$ cat src/rtl/evt_sync_rx.sv
// evt_sync_rx: clocked tail of a two-phase micropipeline.
// Synchronises the transition-signalled request, stores the bundled word
// in a small FIFO, toggles the acknowledge once the word is stored, and
// presents stored words on a valid/ready interface.
module evt_sync_rx #(
    parameter int width       = 8,
    parameter int SYNC_STAGES = 2,
    parameter int DEPTH       = 2
) (
    input  logic                     clk,
    input  logic                     rst,
    input  logic                     req_in,
    input  logic [width-1:0]         data_in,
    output logic                     ack_out,
    output logic [width-1:0]         data_out,
    output logic                     valid_out,
    input  logic                     ready_in,
    output logic [$clog2(DEPTH):0]   level
);
    localparam int PW = $clog2(DEPTH);
    localparam int LW = PW + 1;

    logic [SYNC_STAGES-1:0] sync_q;
    logic                   req_s;
    logic                   req_seen;
    logic [PW-1:0]          wr_ptr, rd_ptr, rd_ptr_n;
    logic [LW-1:0]          level_n;
    logic [width-1:0]       mem [DEPTH];
    logic [width-1:0]       head_n;
    logic                   pending, full, push, pop;

    assign req_s     = sync_q[SYNC_STAGES-1];
    assign ack_out   = req_seen;
    assign valid_out = (level != '0);

    // Request synchroniser chain; req_in is sampled nowhere else.
    always_ff @(posedge clk or posedge rst) begin
        if (rst) sync_q <= '0;
        else     sync_q <= {sync_q[SYNC_STAGES-2:0], req_in};
    end

    // Push/pop decisions from start-of-cycle state, next head word.
    always_comb begin
        pending  = (req_s != req_seen);
        full     = (level == LW'(DEPTH));
        push     = pending && !full;
        pop      = valid_out && ready_in;
        rd_ptr_n = pop ? rd_ptr + PW'(1) : rd_ptr;
        level_n  = level;
        case ({push, pop})
            2'b10:   level_n = level + LW'(1);
            2'b01:   level_n = level - LW'(1);
            default: level_n = level;
        endcase
        // A word written this cycle into the slot that becomes head bypasses mem.
        head_n = (push && (wr_ptr == rd_ptr_n)) ? data_in : mem[rd_ptr_n];
    end

    // Storage array; contents are don't-care until written, so no reset.
    always_ff @(posedge clk) begin
        if (push) mem[wr_ptr] <= data_in;
    end

    // Phase register, pointers, occupancy and registered head word.
    always_ff @(posedge clk or posedge rst) begin
        if (rst) begin
            req_seen <= 1'b0;
            wr_ptr   <= '0;
            rd_ptr   <= '0;
            level    <= '0;
            data_out <= '0;
        end else begin
            if (push) begin
                req_seen <= req_s;
                wr_ptr   <= wr_ptr + PW'(1);
            end
            rd_ptr <= rd_ptr_n;
            level  <= level_n;
            // Hold the last word when the FIFO drains.
            if (level_n != '0) data_out <= head_n;
        end
    end
endmodule

$ cat config.mk
export PLATFORM = sky130hd
export DESIGN_NAME = evt_sync_rx
export DESIGN_NICKNAME = d
export VERILOG_FILES = /design/src/rtl/evt_sync_rx.sv
export SDC_FILE = /design/constraint.sdc
export NUM_CORES = 1
export LEC_CHECK = 0
export CAP_MARGIN = 20
export CORE_ASPECT_RATIO = 1.25
export CORE_MARGIN = 4
export CORE_UTILIZATION = 46
export DETAILED_ROUTE_END_ITERATION = 8
export PLACE_DENSITY = 0.74
export SLEW_MARGIN = 10
export SYNTH_ARGS = -nofsm -noshare
export SYNTH_HDL_FRONTEND = slang
export SYNTH_SLANG_ARGS = --single-unit
export TNS_END_PERCENT = 30
$ cat constraint.sdc
create_clock -name clk -period 2.4 [get_ports clk]
set_clock_uncertainty 0.15 [all_clocks]
set_input_delay 0.24 -clock clk [delete_from_list [all_inputs] [get_ports clk]]
set_output_delay 0.24 -clock clk [all_outputs]
set_load 0.03 [all_outputs]
* After elaboration in Yosys (flattened, before gate mapping)
Memories as Yosys holds them, arrays and structs flattened. A register that Yosys moved wholly into a read port is not among the register bits.
Index checks and enable logic that the tools add are counted.
** Cells by class
- Add/subtract/negate cells :: 4
- Eq/ne operators :: 4
- Mux-type cells :: 4
- Reduce and logical (&&, ||, !) cells :: 5
** Operator list (number)
- $eq 2x2->1 const B :: 2
- $pmux 2 s2 :: 1
- $reduce_bool 2->1 :: 2
- $mux 1 :: 3
- $add 1x1->1 const B :: 2
- $add 2x1->2 const B :: 1
- $eq 2x1->1 const B :: 1
- $logic_and 1x1->1 :: 2
- $sub 2x1->2 const B :: 1
- $logic_not 1->1 :: 1
- $ne 1x1->1 :: 1
** Storage, ports and cells
- Bits in registers :: 7
- Bits in writable memories :: 16
- Input bits :: 12
- Output and inout bits :: 12
- Memories kept :: 1
** Memory list
- mem :: words 2, bits a word 8, rd ports 1, clocked after Yosys merged registers in 1, wr ports 1, line 28 : logic [width-1:0] mem [DEPTH];

* Depth between registers and ports, before layout
- Word-level depth :: 6
- Mapped depth :: 9
- Mapped depth without buffers :: 7

* Least setup slack after synthesis
OpenSTA, ideal clock, no wires.
- Path type :: register to register
- Start point :: register level[0]
- End point :: register data_out[1], read port of mem
- Data arrival time :: 2310 ps
- Required time :: 2108 ps
- Path slack :: -202 ps
- Stages on the path, launching flop included :: 9
- Cell sequence :: dfrtp_1 buf_6 nand2b_1 nand2_1 ha_1 and4bb_1 nor3_2 nor3b_4 a221oi_2
** Between the ends
- Word-level cells in the longest chain between the ends :: 6
- Elaborated cells on any way between the ends :: 12
** RTL lines
- start: declaration :: line 18 : output logic [$clog2(DEPTH):0] level
- start signal: assignment :: line 78 : level <= level_n;
- $eq 2x2->1 :: line 45 : full = (level == LW'(DEPTH));
- $logic_not 1->1 :: line 46 : push = pending && !full;
- $logic_and 1x1->1 :: line 46
- $eq 2x1->1 or $eq 2x2->1 (tied branches) :: line 50 : case ({push, pop})
- $pmux 2 s2 :: line 50
- $reduce_bool 2->1 :: line 80 : if (level_n != '0) data_out <= head_n;
- end: declaration :: line 15 : output logic [width-1:0] data_out,
Parallel ways exist; a longest one is shown, timed or not.
A chain may end at the register's enable or synchronous reset.

* Worst setup path in the final report
- Start point :: register level[0]
- End point :: register data_out[0], read port of mem
Same word-level chain as after synthesis.

==> flow_summary.ini <==
[run_status]
status = completed

[drt]
drc_errors = 0
routedWlPerCell_microns = 15.17
first_iter_violations = 21
antenna_left = 0
dr.pass1.iters = 4
num_vias = 832
vias_per_cell = 5.233
routed_wl_mm = 2.412

[global_routing]
grt_pass1_wl_mm = 4.071
grt_antenna_before_repair = 0
grt_max_degree = 16
overflow = 0
track_usage = 0.1382
grt_pass1_vias = 819

[sta]
setup_viol = 0
drv_slew = 0
worstMarginPinSlew_ps = 587.6
finalSetupTns_ps = 0
finalHoldViolCount = 0
relSlewSlack = 0.6078
fin_crit_sh = 0.9284
layout_min_cycle_time_ps = 2228
rsz0062_at_grt = false
fmax_mhz = 448.8

[die]
rows = 21
die_area_sq_um = 3943
initial_core_util = 0.4951
die_height_microns = 69.21
io_pins = 24
die_w_microns = 56.97
core-area_sq_um = 2785

[setup_path]
end_kind = flip-flop
cp-start-kind = flip-flop
cp_top_family = simple AND/OR/NAND/NOR gates
max_stage_delay_ps = 460
slowest_stage = dfrtp_2
cp_data_arrival_time_ps = 2290
rrSetupSlack_ps = 170
cp_max_fo = 10
path_class = flip-flop to flip-flop
reg2reg_to = data_out[0]$_DFFE_PP0P_
crit_chain = nand2b_1 > nand2_2 > ha_4 > and4bb_1 > nor3_2 > buf_4 > o21a_4 > a211oi_1
reg2reg_depth = 8
timing.critical_path.buf_inv = 1
r2r_start = level[0]$_DFF_PP0_
crit_required_ps = 2460

[yosys]
yosysWarnings = 0
seq_area_frac_synth = 0.6207
synth_seq_cells = 31
synthCells = 90
syn_nets = 103
syn_avg_cell_area_sq_um = 15.32
synthesis.area_sq_um = 1379
netlist-cell-type-count = 25

[place]
gp_congestion = 0.7162
io_buffers = 23
place_hpwl_mm = 1.753
dpl_cell_area_sq_um = 1710

[clock_tree]
cts_sinks = 31
cts-root-buf = clkbuf_4
cts_buffer_depth = 2
cts_setup_buffers = 0
path_clk_slew_ps = 90
cts_made_buffers = 5
htreeDepth = 2
cts_tree = built
clk_latency_ps = 330

[final_layout]
antennaDiodeCount = 0
fin_util = 0.6343
finalNetCount = 137
syn_to_final_growth_pct = 28.13
fin_area_sq_um = 1767
fillerInstances = 240
drive_gt1_frac = 0.2560

[min_path]
hold_path_class = primary input to async pin

[power]
power_leakage_nw = 0.7023
peakVddDrop_mv = 1.248
p_per_area_nw_per_um2 = 1639

[run]
maxCapViolCount = 0
-- placed cells by master (no fill, tap or decap), types with 2 or more instances in the layout --
cell type        count
clkdlybuf4s50_1     23
edfxtp_1            16
nor2_1              10
a221oi_2             7
clkbuf_1             2
xnor2_1              4
dfrtp_2              2
buf_4                5
o21a_4               2
and4bb_1             2
xor2_1               2
clkbuf_4             5
dfrtp_1             13
mux2i_1              8
inv_1                9
-- cell usage after synthesis --
| cell | n | area [sq um] |
|---|---|---|
| nor3b_4 | 1 | 18.77 |
| mux2i_1 | 8 | 80.08 |
| xnor2_4 | 1 | 27.53 |
| mux2_2 | 1 | 11.26 |
| nand2_1 | 1 | 3.750 |
| and4bb_1 | 2 | 25.02 |
| buf_6 | 1 | 11.26 |
| or2_2 | 1 | 6.260 |
| nor3b_1 | 1 | 7.510 |
| dfrtp_1 | 15 | 375.4 |
| o21a_4 | 2 | 30.03 |
| inv_1 | 9 | 33.78 |
| buf_2 | 1 | 5.000 |
| and3_1 | 1 | 6.260 |
| xnor2_2 | 1 | 16.27 |
| a211oi_1 | 1 | 7.510 |
| xor2_1 | 2 | 17.52 |
| edfxtp_1 | 16 | 480.5 |
| nor4b_1 | 1 | 8.760 |
| nor3_2 | 1 | 10.01 |
| nand2b_1 | 1 | 6.260 |
| xnor2_1 | 4 | 35.03 |
| nor2_1 | 10 | 37.54 |
| a221oi_2 | 7 | 105.1 |
| ha_1 | 1 | 12.51 |
-- worst max-delay path by stage --
stage	cells past startpoint	start	endpoint	slack, ps
after floorplan	8	level[0]$_DFF_PP0_	data_out[1]$_DFFE_PP0P_	0.4
after global placement	8	ready_in	data_out[0]$_DFFE_PP0P_	100
after detailed placement	8	ready_in	data_out[5]$_DFFE_PP0P_	40
after CTS	8	level[0]$_DFF_PP0_	data_out[0]$_DFFE_PP0P_	120
after global routing	8	ack_out$_DFFE_PP0P_	data_out[5]$_DFFE_PP0P_	20
final	8	level[0]$_DFF_PP0_	data_out[0]$_DFFE_PP0P_	170
-- logic make-up after synthesis --
| family | Yosys count | synth area share |
|---|---|---|
| XOR/XNOR | 8 | 0.06988 |
| flip-flops | 31 | 0.6207 |
| buffers and inverters | 11 | 0.03629 |
| AND/OR/NAND/NOR | 20 | 0.09438 |
| adder cells (fa/ha/maj) | 1 | 0.009073 |
| AO/OA/AOI/OAI | 10 | 0.1035 |
| multiplexers | 9 | 0.06624 |
-- layer usage --
layer / part of all wire / routed length [microns] / GRT usage / vias to the layer above
li1: - / - / - / 394
met3: 0.068 / 163 / 0.04842 / 8
met1: 0.43 / 1040 / 0.1725 / 398
met4: 0.026 / 62 / 0.07732 / 0
met5: 0 / 0 / 0 / -
met2: 0.47 / 1145 / 0.2058 / 32
-- state kept, by name (all words and copies together), names as in the netlist --
register / count
mem: 16
data_out: 8
level: 2
sync_q: 2
ack_out: 1
rd_ptr: 1
wr_ptr: 1
-- area by class of cell --
type | count | area (sq um) | area share
Inverter | 9 | 33.78 | 0.01912
Clock inverter | 1 | 5.005 | 0.002833
Timing Repair Buffer | 29 | 287.8 | 0.1629
Sequential cell | 31 | 858.3 | 0.4858
Tap cell | 34 | 42.54 | 0.02408
Clock buffer | 7 | 45.04 | 0.02550
Multi-Input combinational cell | 48 | 494.2 | 0.2797
-- what timing repair did --
action                     4_1_cts  5_1_grt
gates resized for setup          0        1
hold buffers                     0        0
setup endpoints to repair        0        1
-- per-stage QoR --
| stage | setup WS (ps) | std cells | hold WS, ps | total power [mW] |
|---|---|---|---|---|
| after floorplan | 0.3784 | 90 | -8.656 | 2.119 |
| after global placement | 100.6 | 151 | 189.5 | 2.607 |
| after detailed placement | 44.76 | 151 | 185.7 | 2.642 |
| after CTS | 120.3 | 159 | 118.6 | 2.938 |
| after global routing | 15.28 | 159 | 150.0 | 3.111 |
| final | 171.8 | 159 | 108.3 | 2.896 |
-- power breakdown --
group	internal [mW]	total, mW	switching, mW
clock network	0.114	0.282	0.168
registers	0.795	0.919	0.123
logic	0.828	1.70	0.867
total	1.74	2.90	1.16
Power figures use the tool's default switching activity.
==> edit 1: new RTL, config.mk and constraints unchanged <==
Set the parameter `width` to 6 (it was 8).
--- a/src/rtl/evt_sync_rx.sv
+++ b/src/rtl/evt_sync_rx.sv
@@ -3,7 +3,7 @@
 // in a small FIFO, toggles the acknowledge once the word is stored, and
 // presents stored words on a valid/ready interface.
 module evt_sync_rx #(
-    parameter int width       = 8,
+    parameter int width       = 6,
     parameter int SYNC_STAGES = 2,
     parameter int DEPTH       = 2
 ) (
Ports: changed (resized data_in and data_out); port bits go from 24 to 20. No check against the original RTL was run, so the function may have changed too.
==> edit 1 against the original RTL <==
- sequential cell count down 6
- count of clock-buffer cells in the layout down 4
- synthesized area shrank 20%
- final area down 17%
- worst setup slack worse by 120 ps
- synthesized cell count is 17% lower
- critical path type unchanged
- worst hold slack got worse by 36 ps
- routed wire length shrank 11%
- core utilization is 1.4 points higher
- total power decreased by 19%
- via count shrank 15%
==> edit 1: results <==
group,metric,value,unit
power,vdd_drop_max,0.00106,V
global_routing,grt_usage,0.143,
global_routing,grt_pass1_vias,718,
yosys,synth_edf_count,12,
critical_path,crit_arrival,2400,ps
yosys,synth_compound_area_frac,0.0677,
detailed_routing,vias,709,
clocking,cts_buffers,3,
yosys,synthMuxAreaShare,0.0643,
global_routing,grt_pass1_wl,3460,um
yosys,yosys.area_share.adder,0.0113,
sta,tightestPinTransition,596,ps
critical_path,reg2regPathDepth,7,
clocking,htree_levels,1,
detailed_routing,first_iter_violations,16,
final_layout,diodes,0,
clocking,clk_pin_slew,140,ps
detailed_routing,drt_wl_total,2150,um
placement,placed_area,0.00137,mm^2
global_routing,antenna_found_initial,0,
yosys,ys_async_sr_fraction,0.520,
yosys,ys_warn_count,0,
yosys,synth_common_cells,"dfrtp_1 (13), edfxtp_1 (12), nor2_1 (8)",
clocking,cts_root_buf,"clkbuf_4",
detailed_routing,ant_nets,0,
yosys,synth-seq-area-share,0.619,
placement,port_buffers,19,
critical_path,path_max_fanout,5,
yosys,ys_top_cells_by_area,"edfxtp_1 (33%), dfrtp_1 (29%), mux2i_1 (5.4%)",
yosys,synth_top_family_by_area,"simple AND/OR/NAND/NOR gates",
yosys,synth_xor_area_frac,0.0869,
placement,dp.final_hpwl,1540,um
final_layout,nets,118,
final_layout,top_regs,"mem (12), data_out (6)",
placement,place.gp.congestion,0.765,
power,power_leakage,0.000586,uW
clocking,clk_path_buf_depth,2,
global_routing,grt_max_degree,16,
final_layout,drive_above_1_share,0.274,
yosys,synth_nets,86,
final_layout,syn2layout_area_growth,32.2,%
detailed_routing,dr.pass1.iters,4,
final_layout,fillers,171,
outcome,status,"finished clean",
-- edit 1: metrics by stage --
step,hold slack (ps),std cells,setup TNS (ps),setup slack [ps]
2_1_floorplan,-33.2,75,0,33.5
3_3_place_gp,189,126,0,91.3
3_5_place_dp,203,126,-5.35,-2.99
4_1_cts,74.2,130,0,17.8
5_1_grt,95.6,137,-85.8,-22.9
6_report,72.3,137,0,50.2
-- edit 1: report_power, final --
| part | switching [uW] | internal [uW] |
|---|---|---|
| clock | 128 | 63.6 |
| sequential | 116 | 640 |
| combinational | 699 | 697 |
| total | 943 | 1400 |
-- edit 1: repair_timing --
action | CTS | global route
hold endpoints to repair | 0 | 0
endpoints found under the setup margin | 0 | 6
buffers inserted | 0 | 7
resized for setup | 0 | 3
-- edit 1: path summary, 6_finish.rpt --
kind,start,slack (ps),to
max,ack_out,50,data_out[4]
min,rst,70,sync_q[0]
max reg2reg,ack_out,50,data_out[4]
min reg2reg,sync_q[0],240,sync_q[1]
max in group asynchronous,rst,1660,level[0]
min in group clk,req_in,190,sync_q[0]
-- edit 1: layout make-up --
| class | count | share of cell area |
|---|---|---|
| inverters | 7 | 0.0179 |
| repair buffers | 28 | 0.176 |
| clock buffers | 3 | 0.0154 |
| flip-flops and latches | 25 | 0.471 |
| multi-input cells | 42 | 0.289 |
| clock inverters | 1 | 0.00512 |
| well taps | 31 | 0.0265 |
-- edit 1: kinds of logic after synthesis --
group,Yosys count
AOI/OAI and AO/OA,8
xor gates and xnor gates,8
adders and majority gates,1
buffers and inverters,8
DFF,25
muxes,7
and+or+nand+nor,18
-- edit 1: routing by layer --
layer  vias up  wire, um  track usage
li1        331         -            -
met1       356       877        0.193
met2        20      1170        0.225
met3         2        88       0.0286
met4         0        13       0.0492
met5         -         0            0
==> edit 2: new RTL, same settings <==
Without the edit above. Put one more register stage on the output `level`, cleared by the reset. The value now appears one clock later. The other outputs are not delayed to match.
--- a/src/rtl/evt_sync_rx.sv
+++ b/src/rtl/evt_sync_rx.sv
@@ -20,6 +20,8 @@
     localparam int PW = $clog2(DEPTH);
     localparam int LW = PW + 1;
 
+    logic [$clog2(DEPTH):0] level_s0;
+
     logic [SYNC_STAGES-1:0] sync_q;
     logic                   req_s;
     logic                   req_seen;
@@ -31,7 +33,7 @@
 
     assign req_s     = sync_q[SYNC_STAGES-1];
     assign ack_out   = req_seen;
-    assign valid_out = (level != '0);
+    assign valid_out = (level_s0 != '0);
 
     // Request synchroniser chain; req_in is sampled nowhere else.
     always_ff @(posedge clk or posedge rst) begin
@@ -42,15 +44,15 @@
     // Push/pop decisions from start-of-cycle state, next head word.
     always_comb begin
         pending  = (req_s != req_seen);
-        full     = (level == LW'(DEPTH));
+        full     = (level_s0 == LW'(DEPTH));
         push     = pending && !full;
         pop      = valid_out && ready_in;
         rd_ptr_n = pop ? rd_ptr + PW'(1) : rd_ptr;
-        level_n  = level;
+        level_n  = level_s0;
         case ({push, pop})
-            2'b10:   level_n = level + LW'(1);
-            2'b01:   level_n = level - LW'(1);
-            default: level_n = level;
+            2'b10:   level_n = level_s0 + LW'(1);
+            2'b01:   level_n = level_s0 - LW'(1);
+            default: level_n = level_s0;
         endcase
         // A word written this cycle into the slot that becomes head bypasses mem.
         head_n = (push && (wr_ptr == rd_ptr_n)) ? data_in : mem[rd_ptr_n];
@@ -67,7 +69,7 @@
             req_seen <= 1'b0;
             wr_ptr   <= '0;
             rd_ptr   <= '0;
-            level    <= '0;
+            level_s0 <= '0;
             data_out <= '0;
         end else begin
             if (push) begin
@@ -75,10 +77,18 @@
                 wr_ptr   <= wr_ptr + PW'(1);
             end
             rd_ptr <= rd_ptr_n;
-            level  <= level_n;
+            level_s0 <= level_n;
             // Hold the last word when the FIFO drains.
             if (level_n != '0) data_out <= head_n;
         end
     end
+    always_ff @(posedge clk or posedge rst) begin
+        if (rst) begin
+            level <= '0;
+        end else begin
+            level <= level_s0;
+        end
+    end
+
 endmodule
 
Function: changed (a bounded check fails within 4 cycles, from zero or initial values and one cycle with rst high).
==> edit 2 against the original RTL <==
- final area is 3.0% higher
- sequential share of layout area rose by 1.3 points
- non-clock buffer count up 2
- routed wire length is 2.6% higher
- synthesized area rose by 3.6%
- total power grew 1.5%
- core utilization decreased by 2.2 points
- sequential cell count grew 2
- worst hold slack better by 24 ps
- worst setup slack got worse by 53 ps
- count of clock-buffer cells in the layout shrank 2
- largest cell class unchanged
- highest routed layer unchanged
==> edit 2: results <==
group,metric,value,unit
global_routing,grt_pass1_vias,929,
final_layout,nets,141,
global_routing,grt_pass1_wl,4240,um
global_routing,met3_usage,0.0573,
run,maxCapViolations,0,
detailed_routing,first_iter_violations,7,
global_routing,grtUsageMet1,0.158,
placement,dp.final_hpwl,1790,um
outcome,status,"finished clean",
clocking,clk_pin_slew,100,ps
critical_path,crit_arrival,2340,ps
clocking,clk_latency,330,ps
detailed_routing,dr.pass1.iters,2,
global_routing,grt_usage,0.140,
yosys,ys_top_cells_by_area,"edfxtp_1 (34%), dfrtp_1 (30%), a221oi_2 (7.4%)",
power,power_leakage,0.000735,uW
power,vdd_drop_max,0.00105,V
final_layout,fillers,247,
yosys,synth_common_cells,"dfrtp_1 (17), edfxtp_1 (16), nor2_1 (10)",
yosys,synth_nets,105,
yosys,ys_async_sr_fraction,0.515,
critical_path,critical_path.max_stage_delay,430,ps
detailed_routing,drt_wl_total,2480,um
final_layout,drive_above_1_share,0.279,
sta,slew_headroom,0.571,
global_routing,grt_max_degree,18,
global_routing,antenna_found_initial,0,
yosys,synth-main-ff-cell,"dfrtp_1",
placement,place.gp.congestion,0.677,
detailed_routing,vias,829,
[edit 2: changes by cell type after synthesis, sizes merged]
cell and change:
dfrtp +2
[edit 2: worst register-to-register path: stages, from the launching register on]
cell and delay, ps:
dfrtp_2 430, xor2_1 200, nand2_2 80, ha_1 340, and4bb_1 230, nor3_2 200, buf_4 200, nor4b_2 240
a211oi_1 90
[edit 2: worst paths after layout]
| kind | from | endpoint | slack [ps] | cells after the start |
|---|---|---|---|---|
| worst max-delay path | ack_out | data_out[0] | 120 | 8 |
| worst min-delay path | rst | data_out[2] | 130 | 2 |
| worst max register to register | ack_out | data_out[0] | 120 | 8 |
| worst min register to register | sync_q[0] | sync_q[1] | 220 | 0 |
| max in group asynchronous | rst | ack_out | 1520 | 2 |
| min in group clk | req_in | sync_q[0] | 190 | 1 |
[edit 2: per-layer routing]
metal	up-vias	share of wire
met5	-	0
met4	0	0.022
met3	7	0.067
met2	24	0.49
met1	392	0.42
li1	406	-
[edit 2: kinds of logic after synthesis]
family / synth area share
AND/OR/NAND/NOR: 0.0911
buffers and inverters: 0.0350
XOR/XNOR: 0.0674
adder cells (fa/ha/maj): 0.00876
AO/OA/AOI/OAI: 0.0998
flip-flops: 0.634
multiplexers: 0.0639
[edit 2: area by class of cell]
type                    instances  share of cell area
clock buffers                   5              0.0206
clock inverters                 3             0.00963
inverters                       9              0.0186
multi-input cells              48               0.268
flip-flops and latches         33               0.499
well taps                      36              0.0248
repair buffers                 31               0.160
[edit 2: power breakdown]
part	internal [uW]	leakage [uW]	switching, uW
combinational	795	0.000363	877
sequential	845	0.000342	126
clock	110	0.0000310	185
[edit 2: stage by stage]
stage / util / std cells / cell area, um^2
detailed placement: 0.584 / 155 / 1740
global placement: 0.584 / 155 / 1740
finish: 0.612 / 165 / 1820
floorplan: - / 92 / 1430
CTS: 0.603 / 163 / 1790
global route: 0.612 / 165 / 1820
[edit 2: what timing repair did]
action                     in CTS  in global routing
setup buffers                   0                  2
setup endpoints to repair       0                  8
resized for setup               0                  3
hold buffers                    0                  0
